==> config.mk <==
export PLATFORM = sky130hd
export DESIGN_NAME = fetch_sequencer
export DESIGN_NICKNAME = d
export VERILOG_FILES = /design/src/rtl/fetch_pkg.sv /design/src/rtl/step_divider.sv /design/src/rtl/fetch_sequencer.sv
export SDC_FILE = /design/constraint.sdc
export NUM_CORES = 1
export LEC_CHECK = 0
export CORE_UTILIZATION = 58
export CTS_BUF_LIST = sky130_fd_sc_hd__clkbuf_4
export CTS_CLUSTER_SIZE = 30
export DETAILED_ROUTE_END_ITERATION = 12
export PLACE_DENSITY = 0.89
export RECOVER_POWER = 100
export SYNTH_ARGS = -nofsm -noshare
export SYNTH_HDL_FRONTEND = slang
export SYNTH_SLANG_ARGS = --single-unit
==> constraint.sdc <==
create_clock -name clk -period 6.4 [get_ports clk]
set_clock_uncertainty 0.05 [all_clocks]
set_input_delay 0.96 -clock clk [delete_from_list [all_inputs] [get_ports clk]]
set_output_delay 0.96 -clock clk [all_outputs]
set_load 0.01 [all_outputs]
==> src/rtl/fetch_pkg.sv <==
// fetch_pkg: shared state encoding and PC constants for the fetch sequencer.
package fetch_pkg;
   typedef enum logic [2:0] {
      IDLE  = 3'd0,
      FETCH = 3'd1,
      EXEC  = 3'd2,
      HALT  = 3'd3
   } state_t;
   localparam logic [31:0] PC_STEP  = 32'd4;
   localparam logic [31:0] RESET_PC = 32'd0;
endpackage

==> src/rtl/step_divider.sv <==
// step_divider: free-running divider producing a 1-cycle tick every TICK_DIV clocks.
module step_divider #(
   parameter int TICK_DIV = 8388608,
   parameter int DIV_W    = 23
) (
   input  logic clk,
   input  logic rst,
   output logic tick
);
   logic [DIV_W-1:0] div_cnt;
   assign tick = div_cnt == DIV_W'(TICK_DIV - 1);
   always_ff @(posedge clk)
      if (!rst) div_cnt <= '0;
      else div_cnt <= tick ? '0 : div_cnt + 1'b1;
endmodule

==> src/rtl/fetch_sequencer.sv <==
// fetch_sequencer: tick-paced PC sequencer with imem handshake, branch, stall and halt.
module fetch_sequencer
   import fetch_pkg::*;
#(
   parameter int TICK_DIV = 8388608,
   parameter int DIV_W    = 23,
   parameter int OFF_W    = 16
) (
   input  logic             clk,
   input  logic             rst,
   input  logic             run,
   input  logic             halt_req,
   input  logic             stall,
   input  logic             branch_req,
   input  logic [OFF_W-1:0] branch_offset,
   input  logic             imem_ack,
   output logic             imem_req,
   output logic [31:0]      pc,
   output logic             pc_valid,
   output logic             tick,
   output logic [2:0]       state,
   output logic             halted
);
   state_t cur, nxt;
   logic branch_pending, update;
   logic [OFF_W-1:0] off_q, off_sel;
   logic [31:0] pc_next;
   step_divider #(.TICK_DIV(TICK_DIV), .DIV_W(DIV_W)) u_div (
      .clk (clk),
      .rst (rst),
      .tick(tick)
   );
   assign update  = cur == EXEC && tick && !stall && !halt_req;
   // a branch_req on the update cycle itself supplies its own offset
   assign off_sel = branch_req ? branch_offset : off_q;
   assign pc_next = pc + PC_STEP + ((branch_req || branch_pending) ?
                    {{(32-OFF_W){off_sel[OFF_W-1]}}, off_sel} : 32'd0);
   always_ff @(posedge clk)
      if (!rst) cur <= IDLE;
      else cur <= nxt;
   always_ff @(posedge clk)
      if (!rst) begin
         pc             <= RESET_PC;
         branch_pending <= 1'b0;
         off_q          <= '0;
      end else begin
         if (update) pc <= pc_next;
         branch_pending <= (cur == EXEC && !update && !halt_req) ? (branch_pending || branch_req) : 1'b0;
         off_q          <= (cur == EXEC && branch_req) ? branch_offset : off_q;
      end
   always_comb begin
      nxt = cur;
      case (cur)
         IDLE:    nxt = halt_req ? HALT : run ? FETCH : IDLE;
         FETCH:   nxt = halt_req ? HALT : imem_ack ? EXEC : FETCH;
         EXEC:    nxt = halt_req ? HALT : update ? (run ? FETCH : IDLE) : EXEC;
         HALT:    nxt = HALT;
         default: nxt = IDLE;
      endcase
   end
   always_comb begin
      imem_req = cur == FETCH;
      pc_valid = cur == FETCH && imem_ack && !halt_req;
      halted   = cur == HALT;
      state    = cur;
   end
endmodule

==> metrics.md, run 1 <==
| Metric | Value |
|---|---|
| Post-route ant nets | `0` |
| Clk root buf | `clkbuf_4` |
| CTS tree | `done` |
| Post-Syn Nets | `725` |
| Via count | `4,815` |
| Diodes inserted | `0` |
| Worst flop-to-flop path startpoint | `u_div.div_cnt[0]` |
| Post-Syn Area per Cell | `7.864 µm²` |
| Drt wl/cell | `16.08 µm` |
| Worst EP required | `6.70 ns` |
| Clock Latency Late Sink | `0.45 ns` |
| Vias in the first global route | `4,626` |
| Design area | `0.005771 mm²` |
| Clock-pin slew on the worst setup and hold paths | `0.13 ns` |
| Sequential share of power | `0.526` |
| Setup TNS | `0 ns` |
| Final GP Congestion | `0.9064` |
| Post-synth EDFFs | `0` |
| Hold crit path type | `reg2reg` |
| Post-cts resize count | `0` |
| DR iter-0 viols | `255` |
| Critical path capture point type | `flop` |
| Die height | `95.08 µm` |
| RR Endpoint | `pc[4]` |
| Hold Buf Count CTS | `0` |
| Vias/cell | `6.041` |
| Count leader, synth | `nand2_1` |
| Power share of the clock group | `0.362` |
| Post-Syn Area | `0.005025 mm²` |
| PD cells | `156.2 mW/mm²` |
| #FFs+latches synth | `74` |
| Synthesized instance count | `639` |
| Peak VDD IR | `113.2 µV` |
| Met1 GRT Util | `0.3760` |
| CORE AREA | `0.008299 mm²` |
| DR pass1 iterations | `5` |
| CP startpoint kind | `primary input` |
| Drc violations | `0` |
| Rows | `33` |
| TritonCTS Buffers | `9` |
| CP arrival | `5.61 ns` |
| WHS Path Cells | `2` |
| Failing checks | `capacitance limit, slew limit` |
| Fmax | `188.4 MHz` |
| Setup bufs post-CTS | `0` |
| Nets@finish | `773` |
| Global-route wire length before repair | `21,210 µm` |
| Clock Path Buffers | `2` |
| RSZ-0062 raised after global routing | `no` |
| Pre-CTS WS | `1.298 ns` |
| Status | `finished, violations left` |
| CP Max Fanout | `18` |
| Initial antenna violation count | `0` |
| Worst r2r path cells | `8` |
| Leak pwr | `2.580 nW` |
| Die area | `0.009039 mm²` |
| Crit share post-route | `0.8293` |
| Setup violations, final | `0` |
| # Max-Cap Violations | `2` |
| Int Power | `635.9 µW` |
| I/O pin count | `62` |
| Post-synth top cells | `131 x nand2_1, 74 x dfxtp_1, 67 x a21oi_1` |
| Buffers on Ports | `60` |
| Post-DP Area | `0.005683 mm²` |
| Worst setup margin | `1.092 ns` |
| Gr ovfl total | `0` |
| Sequential-to-total area share from yosys stat | `0.2948` |
| Die W | `95.08 µm` |
| H-tree depth | `3` |
| Crit path kind | `in2reg` |
| Synth Warn # | `0` |
| Fin. Hold Viols | `0` |
| Gr busiest metal | `met2` |
| Ys flop type | `dfxtp_1` |
| Ys async rst share | `0` |
| GR Util met3 | `0.03907` |
| Slew @ Worst Pin | `1.907 ns` |
| Fin crit period | `5.308 ns` |
| Clk sinks | `74` |
| Slew Viols, Final | `63` |
| R2R setup slack | `1.98 ns` |
| Cells taking the most area after synthesis | `dfxtp_1 29%, ha_1 15%, nand2_1 9.8%` |
| Library cells used by synthesis | `57` |
| Met2 Use GR | `0.5119` |
| Worst Hold Launch | `off_q[11]` |
| Comb power frac | `0.112` |
| Initial core utilization | `0.6055` |
| Largest net degree at the start of global routing | `46` |
| Relative slew margins | `-0.2813` |
| Area leader, netlist | `dfxtp_1` |
| Share of cells above drive strength 1 | `0.03613` |
| Hold endpoint | `off_q[11]` |
| Psw | `265.3 µW` |
| Switch share | `0.2944` |
| GRT Overall Usage | `0.3009` |
| P&R area growth vs syn | `14.84%` |
| DP Wirelength | `9625 µm` |
| Detailed Route WL | `12,820 µm` |
| Post-synth top area share | `0.2948` |
==> through the flow <==
step	std cells	power [mW]	hold slack (ns)	util
after detailed placement	781	0.5850	0.3972	0.6848
after global placement	781	0.5803	0.3908	0.6848
after global routing	797	0.9320	0.4354	0.6953
final	797	0.9011	0.4162	0.6953
after floorplan	639	0.5468	0.3800	-
after CTS	797	0.9058	0.4166	0.7030
==> area by class of cell <==
type                       instances  area, µm²
clock buffer                       9      67.56
clock inverter                     7      83.83
fill                             708       2529
inverter                          17      63.81
multi-input combinational        521       3323
sequential                        74       1481
tap                              105      131.4
timing repair buffer              64      619.3
==> layer usage <==
metal  routed length [µm]  up-vias
met5                    0        -
met1                 5557     2282
met4                  386        0
met3                  653       36
li1                     -     2341
met2                 6219      156
==> cells in the final DEF (no fill, tap or decap), types with 4 or more instances in the layout <==
| master | netlist | layout |
|---|---|---|
| ha_1 | 62 | 62 |
| nor2_1 | 41 | 41 |
| dlygate4sd3_1 | 0 | 40 |
| xor2_1 | 21 | 21 |
| and2_1 | 8 | 8 |
| o31ai_1 | 5 | 6 |
| xnor2_1 | 25 | 25 |
| a31oi_1 | 4 | 4 |
| o211ai_1 | 5 | 5 |
| dfxtp_1 | 74 | 74 |
| nand4_1 | 6 | 7 |
| o21ai_0 | 27 | 30 |
| nand2_1 | 131 | 131 |
| clkbuf_4 | 0 | 9 |
| nand3_1 | 19 | 20 |
| and3_1 | 9 | 9 |
| a21oi_1 | 67 | 67 |
| a21o_1 | 17 | 17 |
| clkdlybuf4s50_1 | 0 | 20 |
| o21bai_1 | 8 | 8 |
| nor3_1 | 9 | 10 |
| a211oi_1 | 6 | 7 |
| o21ai_1 | 8 | 5 |
| inv_1 | 14 | 15 |
==> state kept, by name, indices dropped and copies added (netlist names) <==
signal / cells
pc: 32
u_div.div_cnt: 23
off_q: 16
state: 2
branch_pending: 1
==> kinds of logic (layout without fill, tap and decap cells) <==
kind of cell / after synthesis / in the layout / synth area share
multiplexers: 3 / 3 / 0.005976
AO/OA/AOI/OAI: 167 / 167 / 0.2104
XOR/XNOR: 46 / 46 / 0.08018
other: 1 / 1 / 0.0007463
AND/OR/NAND/NOR: 241 / 241 / 0.2151
flip-flops: 74 / 74 / 0.2948
buffers and inverters: 44 / 97 / 0.03436
adder cells (fa/ha/maj): 63 / 63 / 0.1584
==> power by group through the flow <==
| stage | Clock [mW] | Combinational, mW | Sequential, mW |
|---|---|---|---|
| 6_report | 0.326 | 0.101 | 0.474 |
| 5_1_grt | 0.345 | 0.111 | 0.475 |
| 4_1_cts | 0.330 | 0.102 | 0.474 |
| 3_5_place_dp | 0 | 0.101 | 0.484 |
| 3_3_place_gp | 0 | 0.0969 | 0.483 |
| 2_1_floorplan | 0 | 0.0652 | 0.482 |
==> critical path: stages <==
cell and delay [ns]:
dlygate4sd3_1 0.90, clkbuf_1 0.51, o21ai_0 0.22, ha_1 0.32, ha_1 0.23, fa_1 0.43
a211oi_1 0.26, o21bai_1 0.14, a211oi_1 0.42, o31ai_1 0.29, a2111oi_4 0.45, o21a_1 0.19
o21ai_1 0.07, a21oi_1 0.21
==> worst max-delay path by stage <==
stage / end / slack (ns) / cells after the start / startpoint
2_1_floorplan: pc[29] / 1.63 / 13 / branch_req
3_3_place_gp: pc[23] / 1.37 / 14 / branch_req
3_5_place_dp: pc[27] / 1.30 / 14 / branch_req
4_1_cts: pc[27] / 1.75 / 14 / branch_req
5_1_grt: pc[29] / 0.73 / 14 / branch_req
6_report: pc[27] / 1.09 / 14 / branch_req
No activity file was read; power rests on OpenSTA's default activity.
==> run 2: changes to the inputs <==
--- a/config.mk
+++ b/config.mk
@@ -5,11 +5,11 @@
 export SDC_FILE = /design/constraint.sdc
 export NUM_CORES = 1
 export LEC_CHECK = 0
-export CORE_UTILIZATION = 58
+export CORE_UTILIZATION = 53
 export CTS_BUF_LIST = sky130_fd_sc_hd__clkbuf_4
 export CTS_CLUSTER_SIZE = 30
 export DETAILED_ROUTE_END_ITERATION = 12
-export PLACE_DENSITY = 0.89
+export PLACE_DENSITY = 0.86
 export RECOVER_POWER = 100
 export SYNTH_ARGS = -nofsm -noshare
 export SYNTH_HDL_FRONTEND = slang
==> constraint.sdc (replaced) <==
create_clock -name clk -period 4.8 [get_ports clk]
set_clock_uncertainty 0.05 [all_clocks]
set_input_delay 0.72 -clock clk [delete_from_list [all_inputs] [get_ports clk]]
set_output_delay 0.72 -clock clk [all_outputs]
set_load 0.01 [all_outputs]
==> metrics.md, run 2 (same netlist as run 1, synthesis figures left out) <==
| Metric | Value |
|---|---|
| Setup bufs post-CTS | `0 (unchanged)` |
| Post-route ant nets | `0 (unchanged)` |
| Via count | `4,816 (+0.021%)` |
| Vias in the first global route | `4,756 (+2.8%)` |
| PD cells | `212.8 mW/mm² (+36%)` |
| Largest register FFs | `32 (unchanged)` |
| CORE AREA | `0.009196 mm² (+11%)` |
| CP startpoint kind | `primary input` |
| DR iter-0 viols | `285 (+12%)` |
| Sequential share of power | `0.510 (-0.016)` |
| Setup violations, final | `0 (unchanged)` |
| Share of cells above drive strength 1 | `0.04046 (+0.004335)` |
| Drc violations | `0 (unchanged)` |
| Buffers on Ports | `60 (unchanged)` |
| Fin util | `0.6331 (-0.06225)` |
| TritonCTS Buffers | `9 (unchanged)` |
| Fmax | `230.5 MHz` |
| Fin crit period | `4.339 ns` |
| Relative slew margins | `0.02416 (+0.3055)` |
| Die area | `0.009874 mm² (+9.2%)` |
| Slew @ Worst Pin | `1.462 ns (-0.4451 ns)` |
| Clk sinks | `74 (unchanged)` |
| Comb power frac | `0.108 (-0.004)` |
| P&R area growth vs syn | `15.86%` |
| Hold crit path type | `reg2reg` |
| RSZ-0062 raised after global routing | `no` |
| Hold WS | `0.4145 ns (-0.001652 ns)` |
| Critical path capture point type | `flop` |
| Status | `complete, no violations` |
| Peak VDD IR | `129.2 µV (+14%)` |
| CP arrival | `4.62 ns (-0.99 ns)` |
| Largest register by flop count | `pc` |
| Initial core utilization | `0.5464 (-0.05906)` |
| Clk root buf | `clkbuf_4` |
| Worst EP required | `5.09 ns (-1.61 ns)` |
| Die height | `99.37 µm (+4.5%)` |
| Crit path kind | `in2reg` |
| Hold Buf Count CTS | `0 (unchanged)` |
| Slew Viols, Final | `0 (-100%)` |
| H-tree depth | `3 (unchanged)` |
| Crit share post-route | `0.9039` |
| # Max-Cap Violations | `0 (-2)` |
| Psw | `342.5 µW (+29%)` |
| Setup TNS | `0 ns (unchanged)` |
| Post-cts resize count | `0 (unchanged)` |
| Leak pwr | `2.601 nW (+0.78%)` |
| Final GP Congestion | `0.8786 (-3.1%)` |
| CTS tree | `done` |
| Initial antenna violation count | `0 (unchanged)` |
| Int Power | `896.3 µW (+41%)` |
| Detailed Route WL | `13,020 µm (+1.6%)` |
| Gr ovfl total | `0 (unchanged)` |
| Most frequent cells in the layout | `131 x nand2_1, 74 x dfxtp_1, 67 x a21oi_1` |
| CP Max Fanout | `12 (-6)` |
| Clock Path Buffers | `2 (unchanged)` |
| Drt wl/cell | `16.22 µm (+0.86%)` |
| Die W | `99.37 µm (+4.5%)` |
| Most common cell after layout, fill and taps aside | `nand2_1` |
| Largest net degree at the start of global routing | `46 (unchanged)` |
| Global-route wire length before repair | `21,360 µm (+0.72%)` |
| I/O pin count | `62 (unchanged)` |
| Rows | `35 (+6.1%)` |
| Vias/cell | `5.998 (-0.73%)` |
| Pre-CTS WS | `0.1519 ns (-1.146 ns)` |
| Switch share | `0.2765 (-0.01789)` |
| Top flop regs | `pc x32, u_div.div_cnt x23, off_q x16` |
| GRT Overall Usage | `0.2705 (-0.03038)` |
| DP Wirelength | `9666 µm (+0.42%)` |
| Power share of the clock group | `0.381 (+0.019)` |
| Clock Latency Late Sink | `0.44 ns (about the same)` |
| Nets@finish | `773 (unchanged)` |
| Fin. Hold Viols | `0 (unchanged)` |
| DR pass1 iterations | `5 (unchanged)` |
| Worst setup margin | `0.4612 ns (-0.6310 ns)` |
| Diodes inserted | `0 (unchanged)` |
| Clock-pin slew on the worst setup and hold paths | `0.14 ns (about the same)` |
## run 2: area by class of cell
class | instances | area (µm²)
fill | 827 | 3374
multi-input combinational | 521 | 3342
sequential | 74 | 1481
timing repair buffer | 64 | 626.9
tap | 111 | 138.9
clock inverter | 7 | 101.3
clock buffer | 9 | 67.56
inverter | 17 | 63.81
## run 2: per-stage QoR
step	area, µm²	power (mW)	instances
4_1_cts	5859	1.245	803
6_report	5822	1.239	803
5_1_grt	5822	1.287	803
3_3_place_gp	5690	0.7736	787
3_5_place_dp	5690	0.7801	787
2_1_floorplan	5025	0.7290	639
## run 2: critical path: stages
cell	delay [ns]
dlygate4sd3_1	0.80
o21ai_0	0.19
ha_1	0.30
ha_1	0.23
fa_1	0.44
a211oi_1	0.30
o21bai_1	0.17
a211oi_2	0.38
o211ai_1	0.13
a221o_1	0.37
a221oi_1	0.31
xor2_1	0.19
o21ai_1	0.07
## run 2: final timing paths
check                      start         to  slack [ns]  cells after the start
hold / removal         off_q[14]  off_q[14]        0.41                      2
setup reg to reg  branch_pending     pc[23]        0.73                     13
setup / recovery      branch_req     pc[23]        0.46                     13
hold reg to reg        off_q[14]  off_q[14]        0.41                      2
## run 2: power by group through the flow
| stage | registers (mW) | logic (mW) | clock network (mW) |
|---|---|---|---|
| final | 0.632 | 0.134 | 0.472 |
| after global routing | 0.634 | 0.148 | 0.504 |
| after CTS | 0.632 | 0.135 | 0.477 |
| after detailed placement | 0.646 | 0.134 | 0 |
| after global placement | 0.645 | 0.129 | 0 |
| after floorplan | 0.642 | 0.0869 | 0 |
## run 2: routing by layer
| metal | part of all wire | track usage | vias up |
|---|---|---|---|
| met1 | 0.42 | 0.3202 | 2240 |
| met5 | 0 | 0 | - |
| li1 | - | - | 2339 |
| met4 | 0.034 | 0.1301 | 0 |
| met2 | 0.48 | 0.4706 | 193 |
| met3 | 0.066 | 0.05130 | 44 |
